## src/rtl/redundant_carry_norm_if.sv

```systemverilog
// Handshake bundle between the constant-multiplier output and the carry normaliser.
// The master drives redundant operands in and takes results out; the slave is the normaliser.
interface redundant_carry_norm_if #(
  parameter int NUM_LIMBS = 4,
  parameter int LIMB_W    = 64,
  parameter int CARRY_W   = 3
) ();
  localparam int DIN_W  = NUM_LIMBS * (LIMB_W + CARRY_W);
  localparam int DOUT_W = NUM_LIMBS * LIMB_W + CARRY_W + 1;

  logic              in_valid;
  logic              in_ready;
  logic [DIN_W-1:0]  din;
  logic              out_valid;
  logic              out_ready;
  logic [DOUT_W-1:0] dout;
  logic              busy;

  modport master (
    output in_valid, din, out_ready,
    input  in_ready, out_valid, dout, busy
  );

  modport slave (
    input  in_valid, din, out_ready,
    output in_ready, out_valid, dout, busy
  );
endinterface

```

## src/rtl/redundant_carry_norm.sv

```systemverilog
// Serial carry normaliser: folds one redundant limb per cycle into an exact
// non-redundant integer and holds it under a valid/ready handshake.
module redundant_carry_norm #(
  parameter int NUM_LIMBS = 4,
  parameter int LIMB_W    = 64,
  parameter int CARRY_W   = 3
) (
  input  logic                  clk,
  input  logic                  rstn,
  redundant_carry_norm_if.slave bus
);
  localparam int IN_W   = LIMB_W + CARRY_W;
  localparam int S_W    = IN_W + 1;
  localparam int C_W    = CARRY_W + 1;
  localparam int DOUT_W = NUM_LIMBS * LIMB_W + CARRY_W + 1;
  localparam int K_W    = (NUM_LIMBS > 1) ? $clog2(NUM_LIMBS) : 1;

  typedef enum logic [1:0] {
    IDLE = 2'd0,
    PROP = 2'd1,
    DONE = 2'd2
  } state_t;

  state_t            state_q, state_d;
  logic [IN_W-1:0]   limb_q [NUM_LIMBS];
  logic [IN_W-1:0]   limb_d [NUM_LIMBS];
  logic [K_W-1:0]    k_q, k_d;
  logic [C_W-1:0]    carry_q, carry_d;
  logic [DOUT_W-1:0] dout_q, dout_d;
  logic              in_ready_q, out_valid_q, busy_q;
  logic [S_W-1:0]    sum;

  assign bus.in_ready  = in_ready_q;
  assign bus.out_valid = out_valid_q;
  assign bus.dout      = dout_q;
  assign bus.busy      = busy_q;

  // Next-state and datapath: one limb plus the running carry per PROP cycle
  always_comb begin
    state_d = state_q;
    k_d     = k_q;
    carry_d = carry_q;
    dout_d  = dout_q;
    limb_d  = limb_q;
    sum     = {1'b0, limb_q[k_q]} + {{(S_W-C_W){1'b0}}, carry_q};

    case (state_q)
      IDLE: begin
        if (bus.in_valid && in_ready_q) begin
          for (int i = 0; i < NUM_LIMBS; i++) begin
            limb_d[i] = bus.din[i*IN_W +: IN_W];
          end
          carry_d = '0;
          k_d     = '0;
          state_d = PROP;
        end else begin
          state_d = IDLE;
        end
      end
      PROP: begin
        dout_d[int'(k_q)*LIMB_W +: LIMB_W] = sum[LIMB_W-1:0];
        carry_d = sum[S_W-1:LIMB_W];
        // The last limb's carry-out becomes the top bits of the result
        if (k_q == K_W'(NUM_LIMBS - 1)) begin
          dout_d[DOUT_W-1 -: C_W] = sum[S_W-1:LIMB_W];
          state_d = DONE;
        end else begin
          k_d = k_q + K_W'(1);
        end
      end
      DONE: begin
        if (bus.out_ready) begin
          state_d = IDLE;
        end else begin
          state_d = DONE;
        end
      end
      default: begin
        state_d = IDLE;
      end
    endcase
  end

  // State, datapath and handshake registers; flags are decoded from the next state
  always_ff @(posedge clk or posedge rstn) begin
    if (rstn) begin
      state_q     <= IDLE;
      k_q         <= '0;
      carry_q     <= '0;
      dout_q      <= '0;
      in_ready_q  <= 1'b1;
      out_valid_q <= 1'b0;
      busy_q      <= 1'b0;
      for (int i = 0; i < NUM_LIMBS; i++) begin
        limb_q[i] <= '0;
      end
    end else begin
      state_q     <= state_d;
      k_q         <= k_d;
      carry_q     <= carry_d;
      dout_q      <= dout_d;
      in_ready_q  <= (state_d == IDLE);
      out_valid_q <= (state_d == DONE);
      busy_q      <= (state_d != IDLE);
      for (int i = 0; i < NUM_LIMBS; i++) begin
        limb_q[i] <= limb_d[i];
      end
    end
  end
endmodule

```

## src/flat_wrapper.sv

```systemverilog
// flat-port wrapper written by rule: the top's interface ports become plain ports
module redundant_carry_norm_flat 
#(
  parameter int NUM_LIMBS = 4,
  parameter int LIMB_W    = 64,
  parameter int CARRY_W   = 3
)
  (clk, rstn, bus_in_valid, bus_din, bus_out_ready, bus_in_ready, bus_out_valid, bus_dout, bus_busy);
  redundant_carry_norm_if #(.NUM_LIMBS(NUM_LIMBS), .LIMB_W(LIMB_W), .CARRY_W(CARRY_W)) bus_i ();
  input  logic clk;
  input  logic rstn;
  input wire logic [$bits(bus_i.in_valid)-1:0] bus_in_valid;
  input wire logic [$bits(bus_i.din)-1:0] bus_din;
  input wire logic [$bits(bus_i.out_ready)-1:0] bus_out_ready;
  output wire logic [$bits(bus_i.in_ready)-1:0] bus_in_ready;
  output wire logic [$bits(bus_i.out_valid)-1:0] bus_out_valid;
  output wire logic [$bits(bus_i.dout)-1:0] bus_dout;
  output wire logic [$bits(bus_i.busy)-1:0] bus_busy;
  assign bus_i.in_valid = bus_in_valid;
  assign bus_i.din = bus_din;
  assign bus_i.out_ready = bus_out_ready;
  assign bus_in_ready = bus_i.in_ready;
  assign bus_out_valid = bus_i.out_valid;
  assign bus_dout = bus_i.dout;
  assign bus_busy = bus_i.busy;
  redundant_carry_norm #(.NUM_LIMBS(NUM_LIMBS), .LIMB_W(LIMB_W), .CARRY_W(CARRY_W)) u_core (.clk(clk), .rstn(rstn), .bus(bus_i));
endmodule
```

## config.mk

```make
export PLATFORM = sky130hd
export DESIGN_NAME = redundant_carry_norm_flat
export DESIGN_NICKNAME = d
export VERILOG_FILES = /design/src/rtl/redundant_carry_norm_if.sv /design/src/rtl/redundant_carry_norm.sv /design/src/flat_wrapper.sv
export SDC_FILE = /design/constraint.sdc
export NUM_CORES = 1
export LEC_CHECK = 0
export CAP_MARGIN = 20
export CORE_MARGIN = 1
export CORE_UTILIZATION = 35
export DETAILED_ROUTE_END_ITERATION = 12
export MAX_ROUTING_LAYER = met4
export PLACE_DENSITY_LB_ADDON = 0.2
export SLEW_MARGIN = 20
export SYNTH_ARGS = -nofsm -noshare
export SYNTH_HDL_FRONTEND = slang
export SYNTH_SLANG_ARGS = --single-unit
```

## constraint.sdc

```tcl
create_clock -name clk -period 18.7 [get_ports clk]
set_clock_uncertainty 0.05 [all_clocks]
set_input_delay 1.87 -clock clk [delete_from_list [all_inputs] [get_ports clk]]
set_output_delay 1.87 -clock clk [all_outputs]
set_load 0.005 [all_outputs]
```

# Yosys cells after proc, flatten, opt, wreduce, memory -nomap -nowiden
# Cells that the tools add are included.
[word_totals]
input_bits = 272
reg_bits = 539
output_inout_bits = 263
wordCells = 46
[classes]
n_bitwise = 1
addsub = 3
reduce_logical = 8
n_eq_ne = 6
n_shift = 2
magnitude_cmp = 1
n_mux = 14
[ops]
columns = ["cell", "count"]
rows = [
  ["$bwmux W260", 1],
  ["$shift A64 B33 Y260 const A", 1],
  ["$shiftx A64 B33 Y260", 1],
  ["$bmux W67 S2", 1],
  ["$mux W67", 2],
  ["$add A67 B4 Y68", 1],
  ["$neg A8 Y33", 1],
  ["$mux W2", 4],
  ["$mux W4", 2],
  ["$pmux W4 S2", 1],
  ["$eq A2 B2 Y1 const B", 3],
  ["$pmux W2 S3", 1],
  ["$logic_not A2 Y1", 2],
  ["$pmux W2 S2", 1],
  ["$reduce_and A2 Y1", 2],
  ["$reduce_bool A2 Y1", 2],
  ["$ge A3 B3 Y1 const B", 1],
  ["$not A2 Y3", 1],
  ["$reduce_and A3 Y1", 1],
  ["$add A2 B1 Y2 const B", 1],
  ["$eq A2 B1 Y1 const B", 1],
  ["$ne A2 B1 Y1 const B", 1],
  ["$ne A2 B2 Y1 const B", 1],
  ["$logic_and A1 B1 Y1", 1],
  ["$mux W1", 1],
]

# Depth between registers and ports, before layout
[logic_depth]
ltp_word = 8
depth_mapped = 16
mapped_depth_nobuf = 11

# Least setup slack after synthesis
# OpenSTA, ideal clock, no wires.
[synth_path]
path_kind = "reg2reg"
start = "register u_core.k_q[0]"
end = "register u_core.dout_q[63] (netlist: u_core.bus.dout[63])"
setup_time_ps = 134
n_path_buf = 5
path_stages_with_launch = 15
required_time_ps = 18516
setup_slack_ps = 14568
arrival_time_ps = 3948
period_less_slack_ps = 4132
cell_sequence = "dfrtp_1 buf_6 buf_6 buf_6 buf_2 buf_2 mux4_2 ha_1 o21ai_0 o21ai_0 nor4b_1 nand4_2 nor4_1 xnor2_1 o21ai_0"
[synth_via]
elab_chain_len = 7
[synth_rtl]
columns = ["item", "line_no", "source"]
rows = [
  ["start: declaration", "redundant_carry_norm.sv:27", "logic [K_W-1:0] k_q, k_d;"],
  ["start signal: assignment", "redundant_carry_norm.sv:99", "k_q <= k_d;"],
  ["$not A2 Y3 (not written as such)", "redundant_carry_norm.sv:45", "sum = {1'b0, limb_q[k_q]} + {{(S_W-C_W){1'b0}}, carry_q};"],
  ["$bmux W67 S2", "redundant_carry_norm.sv:45", ""],
  ["$mux W67 (not written as such) (2 in a row)", "redundant_carry_norm.sv:45", ""],
  ["$add A67 B4 Y68", "redundant_carry_norm.sv:45", ""],
  ["$shiftx A64 B33 Y260", "redundant_carry_norm.sv:61", "dout_d[int'(k_q)*LIMB_W +: LIMB_W] = sum[LIMB_W-1:0];"],
  ["$bwmux W260 *", "redundant_carry_norm.sv:61", ""],
  ["end signal: assignment", "redundant_carry_norm.sv:101", "dout_q <= dout_d;"],
  ["end: declaration", "redundant_carry_norm.sv:29", "logic [DOUT_W-1:0] dout_q, dout_d;"],
]
# Mark *: on every way between the ends. The rest lies on a longest branch, timed or not. The select of a mux whose other input is x is not followed.
# A chain may end at the register's enable or synchronous reset.

# Worst setup path after layout
[layout_path]
start = "register u_core.k_q[0]"
end = "register u_core.carry_q[1]"
[layout_via]
elab_chain_len = 6
[layout_rtl]
columns = ["item", "line_no", "source"]
rows = [
  ["$not A2 Y3 (not written as such)", "redundant_carry_norm.sv:45", ""],
  ["$bmux W67 S2", "redundant_carry_norm.sv:45", ""],
  ["$mux W67 (not written as such) (2 in a row)", "redundant_carry_norm.sv:45", ""],
  ["$add A67 B4 Y68", "redundant_carry_norm.sv:45", ""],
  ["$pmux W4 S2", "redundant_carry_norm.sv:47", "case (state_q)"],
  ["end signal: assignment", "redundant_carry_norm.sv:100", "carry_q <= carry_d;"],
  ["end: declaration", "redundant_carry_norm.sv:28", "logic [C_W-1:0] carry_q, carry_d;"],
]
# No other way between the ends. The select of a mux whose other input is x is not followed.

==> flow_summary.yaml <==
layout:
  ff_latch_area_sq_um: 13500
  synthToLayoutAreaGrowth_pct: 36.9
  final_cell_mix: "dfrtp_1, clkdlybuf4s50_1, nand2_1, mux2_2, o21ai_0"
  multiInputGateArea_sq_um: 8710
  final_cell_area_sq_um: 31100
  final_util_pct: 48.3
  drive_above_1_share_pct: 20.1
  final_common_cell: "dfrtp_1"
  fillCellCount: 5731
  finalNetCount: 2588
synthesis:
  synth_seq_area_share_pct: 59.4
  synthFlopType: "dfrtp_1"
  syn_inst: 1794
  synth_edf_count: 0
  synth_area_sq_um: 22700
  avgSynthCellArea_sq_um: 12.7
  synthesis.nets: 2078
  yosysWarnings: 0
  ys_async_sr_fraction_pct: 100
  synth-seq-cells: 539
  synth.distinct_cells: 51
setup_path:
  crit_chain: "mux4_2 -> ha_1 -> o21ai_0 -> o21ai_0 -> nor4b_1 -> nand4_2 -> nor4b_1 -> xnor2_1 -> o22ai_1"
  critPathMaxStageDelay_ns: 0.78
  rr_endpoint: "u_core.carry_q[1]"
  cp-startpoint: "u_core.k_q[0]"
  r2r_slack_ns: 14.00
  cp-endpoint: "u_core.carry_q[1]"
  cp.depth: 9
  required_ns: 19.12
  crit_type: "register to register"
  reg2reg_depth: 9
  cp_slowest_cell: "dfrtp_4"
  path_delay_family: "simple AND/OR/NAND/NOR gates"
  r2r_start: "u_core.k_q[0]"
  cp_max_fo: 26
  crit_path_end_kind: "register"
  cp_data_arrival_time_ns: 5.12
  cp-start-kind: "register"
  crit_buf_inv: 0
clocking:
  hold_buffers: 0
  clk_latency_ns: 0.63
  cts_made_buffers: 59
  cts_resized: 0
  cts_tree: "built"
  clockBufferDepth: 3
  htreeDepth: 2
  clk_pin_slew_ns: 0.06
  cts.root.buffer_cell: "clkbuf_16"
  post_cts_buffers: 0
  cts_sinks: 539
power:
  power.share.sequential_pct: 35.3
  leakage_nw: 12.7
  powerDensity_nw_per_um2: 170
  p_sw_share_pct: 36.0
  pwr-share-comb_pct: 40.8
  clkPwrFrac_pct: 23.9
  p_switching_w: 0.00190
  ir_drop_mv: 0.0819
  p_int_w: 0.00339
  power_w: 0.00529
sta:
  worst_slew_pin_slew_ns: 1.10
  tns_ns: 0
  finalCritPeriodShare_pct: 25.1
  fin_crit_ns: 4.70
  setup_viol: 0
  slew_violations: 0
  fmax_ghz: 0.213
  max_slew_margin_pct: 26.8
  hold_viol: 0
  rsz0062_at_grt: "no"
die:
  core-area_sq_um: 64300
  io_pins: 535
  start_util_pct: 35.3
  fp.dieH_um: 257
  dieArea_sq_um: 65900
  fp.dieW_um: 257
  fp-row-count: 93
routing:
  drtIter0Drc: 1109
  dr.pass1.iters: 5
  drtAntennaViolNets: 0
  vias: 16300
  wl_per_cell_um: 23.2
  avgViaCountPerCell: 5.04
  finalWirelength_um: 74800
  drc: 0
min_path:
  hold_path.class: "register to register"
  holdPathStages: 2
outcome:
  outcome: "finished, final reports clean"
placed_design:
  place_area_sq_um: 28900
  io_buffers: 534
  dp_hpwl_um: 54400
  gp_congestion: 0.853
grt:
  grt_max_degree: 204
  track_usage_pct: 23.3
  grt_pass1_vias: 16900
  grt-ovfl-total: 0
  antenna_found_initial: 18
  grt_first_pass_wirelength_um: 111000
run:
  drv_cap: 0
tightest hold or removal path: stages, from the launching register on:
cell and delay (ns):
dfrtp_1 0.34, nand2_1 0.04, o21ai_0 0.06
through the flow:
| stage | instances | setup slack (ns) | hold slack, ns |
|---|---|---|---|
| final | 3227 | 14.00 | 0.425 |
| after floorplan | 1794 | 1.72 | 0.422 |
| after global routing | 3226 | 13.62 | 0.450 |
| after CTS | 3207 | 13.84 | 0.433 |
| after detailed placement | 3097 | 13.74 | 0.418 |
| after global placement | 3097 | 13.83 | 0.412 |
synth_stat cells, drive strengths merged (2+ instances only):
cell type / instances / share of area (%)
a211oi: 2 / 0.066
a21o: 3 / 0.099
a21oi: 2 / 0.044
a22o: 8 / 0.31
and2: 6 / 0.17
and3: 6 / 0.17
buf: 18 / 0.59
clkbuf: 87 / 1.4
dfrtp: 538 / 59
ha: 11 / 0.61
inv: 22 / 0.36
mux2: 269 / 13
mux4: 67 / 6.7
nand2: 286 / 4.7
nand2b: 2 / 0.055
nand3: 26 / 0.59
nand3b: 4 / 0.13
nand4: 21 / 0.63
nor2: 35 / 0.59
nor2b: 5 / 0.14
nor3: 20 / 0.46
nor3b: 3 / 0.12
nor4: 10 / 0.40
nor4b: 3 / 0.14
o21ai: 258 / 5.7
o22ai: 3 / 0.083
o31ai: 2 / 0.066
or2: 3 / 0.083
or3: 2 / 0.055
xnor2: 49 / 1.9
xor2: 16 / 0.62
logic make-up after synthesis:
kind of cell / count (synthesis) / synth area share, %
DFF: 539 / 59.4
and+or+nand+nor: 434 / 8.53
AOI/OAI and AO/OA: 280 / 6.42
muxes: 337 / 20.1
adders and majority gates: 12 / 0.694
buffers and inverters: 127 / 2.40
xor gates and xnor gates: 65 / 2.51
per-layer routing:
layer	track usage [%]	vias to the layer above	part of all wire, %
met2	35.3	487	47
met1	30.3	8290	43
li1	-	7364	-
met5	-	-	0
met4	9.01	0	3.8
met3	5.52	134	6.4
how the worst min path moves through the flow:
stage | from | to | slack (ns)
3_3_place_gp | u_core.bus.dout[192] | u_core.bus.dout[192] | 0.41
5_1_grt | u_core.bus.dout[130] | u_core.bus.dout[130] | 0.45
2_1_floorplan | u_core.limb_q[166] | u_core.limb_q[166] | 0.42
6_report | u_core.bus.dout[205] | u_core.bus.dout[205] | 0.42
4_1_cts | u_core.bus.dout[64] | u_core.bus.dout[64] | 0.43
3_5_place_dp | u_core.bus.dout[130] | u_core.bus.dout[130] | 0.42
final cells by class:
class,count,area share (%)
Clock buffer,88,5.75
Tap cell,855,3.44
Multi-Input combinational cell,1128,28.0
Sequential cell,539,43.4
Antenna cell,19,0.153
Clock inverter,22,1.14
Inverter,22,0.290
Timing Repair Buffer,554,17.8
state kept, by name, summed over array words and instances (netlist names):
signal	flops
u_core.bus.dout	260
u_core.bus.busy	1
u_core.bus.in_ready	1
u_core.limb_q	268
u_core.bus.out_valid	1
u_core.state_q	2
u_core.carry_q	4
u_core.k_q	2
power by group through the flow:
stage / registers (W) / clock network (W) / logic, W
after floorplan: 0.00180 / 0 / 0.00130
after global placement: 0.00187 / 0 / 0.00213
after detailed placement: 0.00189 / 0 / 0.00217
after CTS: 0.00187 / 0.00130 / 0.00217
after global routing: 0.00193 / 0.00134 / 0.00233
final: 0.00187 / 0.00127 / 0.00216
No activity file was read; power rests on OpenSTA's default activity.
